### src/rtl/multi_bounded_sample_counter.sv
// Array of independent bounded up-counters. Each channel saturates or wraps at its bound
// and can capture its pre-increment count into a sample register.
module multi_bounded_sample_counter #(
    parameter int WIDTH       = 11,
    parameter int CHANNELS    = 4,
    parameter int RESET_BOUND = 500,
    localparam int CW         = (CHANNELS > 1) ? $clog2(CHANNELS) : 1
) (
    input  logic                         clk,
    input  logic                         rst,
    input  logic [CHANNELS-1:0]          inc_en,
    input  logic [CHANNELS-1:0]          sel,
    input  logic                         wrap_mode,
    input  logic                         bound_we,
    input  logic [CW-1:0]                bound_ch,
    input  logic [WIDTH-1:0]             bound_data,
    output logic [CHANNELS*WIDTH-1:0]    x_flat,
    output logic [CHANNELS*WIDTH-1:0]    m_flat,
    output logic [CHANNELS*WIDTH-1:0]    n_flat,
    output logic [CHANNELS-1:0]          done,
    output logic [CHANNELS-1:0]          wrap_pulse
);

    localparam logic [WIDTH-1:0] RB = WIDTH'(RESET_BOUND);

    for (genvar i = 0; i < CHANNELS; i++) begin : g_ch
        logic [WIDTH-1:0] x_q;
        logic [WIDTH-1:0] m_q;
        logic [WIDTH-1:0] n_q;
        logic             wp_q;

        logic [WIDTH-1:0] x_nx;
        logic [WIDTH-1:0] m_nx;
        logic [WIDTH-1:0] n_nx;
        logic             wp_nx;

        logic             bw_hit;
        logic             accept;
        logic             at_last;

        // Out-of-range channel numbers simply never match any channel.
        assign bw_hit  = bound_we && (bound_ch == CW'(i));
        assign accept  = inc_en[i] && (x_q < n_q);
        assign at_last = (x_q == n_q - WIDTH'(1));

        // A bound write clears the channel and wins over that channel's own increment.
        always_comb begin
            x_nx  = x_q;
            m_nx  = m_q;
            n_nx  = n_q;
            wp_nx = 1'b0;
            if (bw_hit) begin
                n_nx = bound_data;
                x_nx = '0;
                m_nx = '0;
            end else if (accept) begin
                if (sel[i]) begin
                    m_nx = x_q;
                end
                if (wrap_mode && at_last) begin
                    x_nx  = '0;
                    wp_nx = 1'b1;
                end else begin
                    x_nx = x_q + WIDTH'(1);
                end
            end
        end

        always_ff @(posedge clk) begin
            if (rst) begin
                x_q  <= '0;
                m_q  <= '0;
                n_q  <= RB;
                wp_q <= 1'b0;
            end else begin
                x_q  <= x_nx;
                m_q  <= m_nx;
                n_q  <= n_nx;
                wp_q <= wp_nx;
            end
        end

        assign x_flat[i*WIDTH +: WIDTH] = x_q;
        assign m_flat[i*WIDTH +: WIDTH] = m_q;
        assign n_flat[i*WIDTH +: WIDTH] = n_q;
        assign done[i]                  = (x_q >= n_q);
        assign wrap_pulse[i]            = wp_q;
    end

endmodule

### config.mk
export PLATFORM = sky130hd
export DESIGN_NAME = multi_bounded_sample_counter
export DESIGN_NICKNAME = d
export VERILOG_FILES = /design/src/rtl/multi_bounded_sample_counter.sv
export SDC_FILE = /design/constraint.sdc
export NUM_CORES = 1
export LEC_CHECK = 0
export BUFFER_PORTS_ARGS = -buffer_cell sky130_fd_sc_hd__buf_2
export CORE_ASPECT_RATIO = 2
export CORE_MARGIN = 2
export CORE_UTILIZATION = 38
export CTS_CLUSTER_DIAMETER = 30
export DETAILED_ROUTE_END_ITERATION = 8
export PLACE_DENSITY = 0.65
export SLEW_MARGIN = 20
export SYNTH_ARGS = -nofsm -noshare
export SYNTH_HDL_FRONTEND = slang
export SYNTH_SLANG_ARGS = --single-unit
### constraint.sdc
create_clock -name clk -period 2.95 [get_ports clk]
set_input_delay 0.1475 -clock clk [delete_from_list [all_inputs] [get_ports clk]]
set_output_delay 0.1475 -clock clk [all_outputs]
set_load 0.02 [all_outputs]
==> reports/metrics.csv, run 1 <==
metric;value;unit
first-pass iteration count of the detailed router;5;
DRC errors left;0;
DP HPWL;17900;um
Setup CP Type;flop to flop;
endpoints failing setup;0;
average wire per standard cell;16.8;um
CP endpoint kind;flop;
CTS tree;built;
worst setup margin;0.237;ns
Synth Instances;948;
Tightest Pin Transition;0.929;ns
largest net degree at the start of global routing;28;
dpl cells;1386;
area grow syn2layout;25.5;%
Final ANT Viol Nets;0;
clk_lat worst skew;0.44;ns
outcome;finished clean;
crit start category;flop;
EDFF count, synth;0;
Worst Skew;0.00903;ns
Tmin final;2.71;ns
vias per cell;5.52;
Top FF cell, synth;dfxtp_1;
Vias;7838;
GR Util All Layers;21.6;%
Initial DRC Count;285;
GPL Wtd Cong;0.857;
Post-Synthesis Mean Instance Area;8.40;um^2
Post-synth ARST share;0;%
total CTS buffers;17;
Yosys warning count;0;
Setup Buffers After CTS;0;
vias in the first global route;7568;
top sig layer;met4;
IO Pins;165;
TNS Setup;0;ns
Die Wd;106;um
synthesized cell area;7970;um^2
flops & latches, synth;136;
num rows;75;
DP Worst Slack;0.205;ns
RSZ-0062 raised after global routing;false;
die area;22200;um^2
Pleak;4.60;nW
Ant. Diodes;0;
H-tree depth;4;
grt ovf;0;
Worst Hold Class;input port to flop;
Core ar.;20700;um^2
CTS sink cnt;136;
Initial Util;38.4;%
initial antenna violation count;0;
Slew Limit Fails;0;
fin cells;1421;
clock slew at reported path FFs;0.06;ns
first-pass GRT wire length;38200;um
# Max-Cap Violations;0;
Die H;209;um
Synth cell types;65;
DR WL met2;11800;um
count of input and output buffers;164;
Mapped Nets;1025;
PwrDens;468;nW/um^2
Worst Path Required;3.22;ns
Arrival @ worst endpoint;2.98;ns
Max VDD drop;0.308;mV
Total Nets Final;1216;
sequential area share after synthesis;34.2;%
WL met1;9880;um
share of cells above drive strength 1;23.4;%
f_max;0.369;GHz
crit-path max FO;11;
met3 WL post-DR;1620;um
CTS root buffer;clkbuf_16;
Worst slew margin;38.1;%
crit share post-route;92.0;%
maximum clock insertion buffer count;2;
Fin. Hold Viols;0;
routed wire length;23900;um
critical path: stages, from the launching register on:
cell and delay (ns):
dfxtp_1 0.37, inv_1 0.08, ha_1 0.21, or4b_2 0.62, nor4_1 0.25, xnor2_1 0.19
nand4_1 0.15, a2111oi_2 0.35, buf_4 0.25, a211oi_1 0.08
flip-flops by register name, indices dropped and copies added, names as in the netlist:
name,cells
g_ch.m_q,44
g_ch.n_q,44
g_ch.x_q,44
g_ch.wp_q,4
cell families (layout without fill, tap and decap cells):
logic type / count (synthesis) / after routing / synth area share (%)
xor gates and xnor gates: 76 / 76 / 8.36
buffers and inverters: 102 / 306 / 5.17
and+or+nand+nor: 386 / 386 / 25.3
DFF: 136 / 136 / 34.2
AOI/OAI and AO/OA: 156 / 156 / 13.8
adders and majority gates: 52 / 52 / 8.17
muxes: 40 / 40 / 5.07
final cells by class:
cell class                 instances  area (um^2)
timing repair buffer             224         1280
fill                            2049        10700
clock buffer                      20          447
tap                              269          337
sequential                       136         2730
clock inverter                    12          175
inverter                          50          188
multi-input combinational        710         4850
Yosys cell counts, types with 4 or more instances:
master / count / area share [%]
nor4_1: 15 / 1.2
mux2i_1: 37 / 4.6
buf_1: 4 / 0.19
nand3_1: 27 / 1.7
xnor2_1: 48 / 5.3
and2_1: 7 / 0.55
nand3b_1: 9 / 0.85
nor3b_1: 5 / 0.47
nor4b_1: 4 / 0.44
clkbuf_1: 38 / 1.8
a211oi_1: 19 / 1.8
nand2_1: 81 / 3.8
o21a_1: 10 / 0.94
or3_1: 7 / 0.55
buf_2: 5 / 0.31
a21o_1: 8 / 0.75
o21ai_0: 20 / 1.3
nor3_1: 40 / 2.5
nor2_1: 85 / 4.0
o31ai_1: 10 / 0.94
ha_1: 52 / 8.2
a211o_1: 18 / 2.0
dfxtp_1: 136 / 34
and3_1: 15 / 1.2
buf_4: 4 / 0.38
a21oi_1: 41 / 2.6
inv_1: 50 / 2.4
nand4_1: 39 / 3.1
or4_1: 9 / 0.85
nor2b_1: 12 / 0.94
nand2b_1: 8 / 0.63
xor2_1: 28 / 3.1
and4_1: 9 / 0.99
layout by cell type, fill, tap and decap left out, drive strengths merged, types with 9 or more instances in the layout:
cell	netlist	routed
mux2i	37	37
nand3	27	27
nor3	41	41
nor2b	12	12
nand3b	9	9
xnor2	48	48
or4	9	9
buf	14	221
o31ai	10	10
a211o	18	18
ha	52	52
nand4	39	39
dfxtp	136	136
o21a	10	10
inv	50	50
and3	15	15
and4	9	9
xor2	28	28
clkbuf	38	20
a211oi	19	19
o21ai	22	22
nor2	85	85
nor4	17	17
a21oi	41	41
nand2	81	81
worst paths after layout:
path | depth (start not counted) | slack (ns) | startpoint | endpoint
worst max register to register | 9 | 0.24 | g_ch[3].n_q[0] | g_ch[3].x_q[6]
worst max-delay path | 9 | 0.24 | g_ch[3].n_q[0] | g_ch[3].x_q[6]
worst min register to register | 2 | 0.45 | g_ch[1].m_q[5] | g_ch[1].m_q[5]
worst min-delay path | 3 | 0.01 | bound_data[10] | g_ch[3].n_q[10]
where the power goes:
part / leakage [nW] / total [W] / internal (W) / switching, W
clock network: 0.296 / 0.00226 / 0.00143 / 0.000831
logic: 3.20 / 0.000482 / 0.000181 / 0.000301
registers: 1.10 / 0.00193 / 0.00188 / 0.0000553
total: 4.60 / 0.00468 / 0.00349 / 0.00119
through the flow:
stage / hold slack (ns) / utilization, % / area, um^2 / power (W)
2_1_floorplan: 0.265 / - / 7970 / 0.00228
3_3_place_gp: 0.443 / 45.0 / 9330 / 0.00244
3_5_place_dp: 0.444 / 45.0 / 9330 / 0.00245
4_1_cts: 0.00195 / 48.1 / 9980 / 0.00472
5_1_grt: 0.0260 / 48.2 / 10000 / 0.00483
6_report: 0.0132 / 48.2 / 10000 / 0.00468
timing repair:
action                                  in CTS  in global routing
endpoints found under the setup margin       0                  5
resized for setup                            0                  3
hold buffers                                 3                  0
endpoints found under the hold margin        8                  0
layer usage:
layer / GRT usage, % / vias to the layer above
li1: - / 3778
met1: 26.2 / 3705
met2: 36.8 / 307
met3: 4.46 / 48
met4: 9.03 / 0
met5: 0 / -
Power figures use the tool's default switching activity.
==> inputs of run 2 (changes only) <==
--- a/config.mk
+++ b/config.mk
@@ -7,7 +7,7 @@
 export LEC_CHECK = 0
 export BUFFER_PORTS_ARGS = -buffer_cell sky130_fd_sc_hd__buf_2
 export CORE_ASPECT_RATIO = 2
-export CORE_MARGIN = 2
+export CORE_MARGIN = 10
 export CORE_UTILIZATION = 38
 export CTS_CLUSTER_DIAMETER = 30
 export DETAILED_ROUTE_END_ITERATION = 8
==> reports/metrics.csv, run 2 (synthesis results as in run 1) <==
metric;value;unit
outcome;finished clean;
Hold Slack;0.0235;ns
NetSw;0.00122;W
CTS tree;built;
Setup CP Type;flop to flop;
Worst Hold Class;input port to flop;
combinational power share;10.5;%
crit start category;flop;
# fillers;2091;
average wire per standard cell;18.2;um
grt ovf;0;
first-pass GRT wire length;41000;um
sequential power share;41.1;%
Tmin final;2.75;ns
vias per cell;5.38;
worst reg2reg path depth;9;
crit-path max FO;11;
fin util;48.8;%
endpoints failing setup;0;
CP endpoint kind;flop;
Net Sw Frac;26.0;%
routed wire length;25900;um
clk_lat worst skew;0.44;ns
num rows;74;
DRC errors left;0;
initial antenna violation count;3;
Arrival @ worst endpoint;3.03;ns
Max VDD drop;0.358;mV
Worst Skew;0.00589;ns
H-tree depth;4;
leading cell types in the layout, fill and taps excluded;buf_2, dfxtp_1, nor2_1, nand2_1, buf_4;
PwrDens;468;nW/um^2
Worst Path Required;3.23;ns
Pleak;4.60;nW
largest net degree at the start of global routing;27;
crit share post-route;93.1;%
area grow syn2layout;26.0;%
RSZ-0062 raised after global routing;false;
first-pass iteration count of the detailed router;5;
Vias;7650;
Tightest Pin Transition;0.904;ns
Die Wd;122;um
P_int;0.00347;W
# Max-Cap Violations;0;
die area;27500;um^2
TNS Setup;0;ns
total power;0.00469;W
largest registers;g_ch.m_q x44, g_ch.n_q x44, g_ch.x_q x44;
share of cells above drive strength 1;23.9;%
total CTS buffers;17;
Total Nets Final;1217;
CTS sink cnt;136;
dpl cell area;9340;um^2
count of input and output buffers;164;
Die H;225;um
GR Util All Layers;18.9;%
Slew Limit Fails;0;
CTS root buffer;clkbuf_16;
Fin. Hold Viols;0;
maximum clock insertion buffer count;2;
f_max;0.364;GHz
Final ANT Viol Nets;0;
post-route cell area;10000;um^2
vias in the first global route;7690;
Core ar.;20600;um^2
WHS Path Cells;3;
GPL Wtd Cong;0.896;
Initial Util;38.8;%
clock slew at reported path FFs;0.06;ns
leading cell type in the layout, fill and taps excluded;buf_2;
DP HPWL;20400;um
clock share of power;48.4;%
Initial DRC Count;307;
IO Pins;165;
Worst slew margin;39.7;%
run 2: cell count changes in the layout (fill, tap and decap cells not counted), sizes merged:
| cell | change |
|---|---|
| buf | +2 |
| bufinv | -1 |
| clkbuf | +1 |
| clkinv | -2 |
| clkinvlp | +1 |
| diode | +2 |
| dlygate4sd3 | -1 |
| inv | +1 |
run 2: metal layers:
layer,GRT usage [%],vias to the layer above,share of wire (%)
met5,0,-,0.027
li1,-,3785,-
met4,10.0,2,3.7
met3,4.24,53,4.7
met1,18.5,3636,36
met2,35.2,174,55
run 2: area by class of cell:
class,instances,area (um^2),share of cell area (%)
sequential,136,2720,27.1
timing repair buffer,225,1300,13.0
tap,266,333,3.32
clock buffer,21,480,4.79
inverter,50,188,1.87
multi-input combinational,710,4860,48.5
clock inverter,11,144,1.43
antenna,2,5.00,0.0499
run 2: metrics by stage:
step	worst slack, ns	instances
2_1_floorplan	0.195	948
3_3_place_gp	-0.102	1384
3_5_place_dp	-0.0914	1384
4_1_cts	0.0254	1418
5_1_grt	0.00625	1421
6_report	0.204	1421
run 2: power groups by stage:
stage	Clock, W	Combinational [W]	Sequential, W
3_3_place_gp	0	0.000487	0.00197
2_1_floorplan	0	0.000271	0.00201
4_1_cts	0.00232	0.000497	0.00193
3_5_place_dp	0	0.000493	0.00197
5_1_grt	0.00240	0.000545	0.00193
6_report	0.00227	0.000492	0.00193
run 2: worst paths after layout:
check | startpoint | to | slack, ns
min | bound_data[3] | g_ch[3].n_q[3] | 0.02
max reg2reg | g_ch[3].n_q[1] | g_ch[3].x_q[6] | 0.20
min reg2reg | g_ch[1].m_q[9] | g_ch[1].m_q[9] | 0.45
max | g_ch[3].n_q[1] | g_ch[3].x_q[6] | 0.20
run 2: critical path, stage by stage (launching register included):
cell and delay (ns):
dfxtp_1 0.37, inv_1 0.10, ha_1 0.24, or4b_2 0.65
nor4_2 0.19, xnor2_1 0.18, nand4_1 0.22, a2111oi_4 0.38
buf_6 0.20, a211oi_1 0.06
run 2: repair_timing:
item / in CTS / in global routing
hold buffers: 2 / 0
hold endpoints to repair: 5 / 0
setup endpoints to repair: 12 / 23
resized for setup: 1 / 7
buffers inserted: 0 / 1
pin swaps: 0 / 1
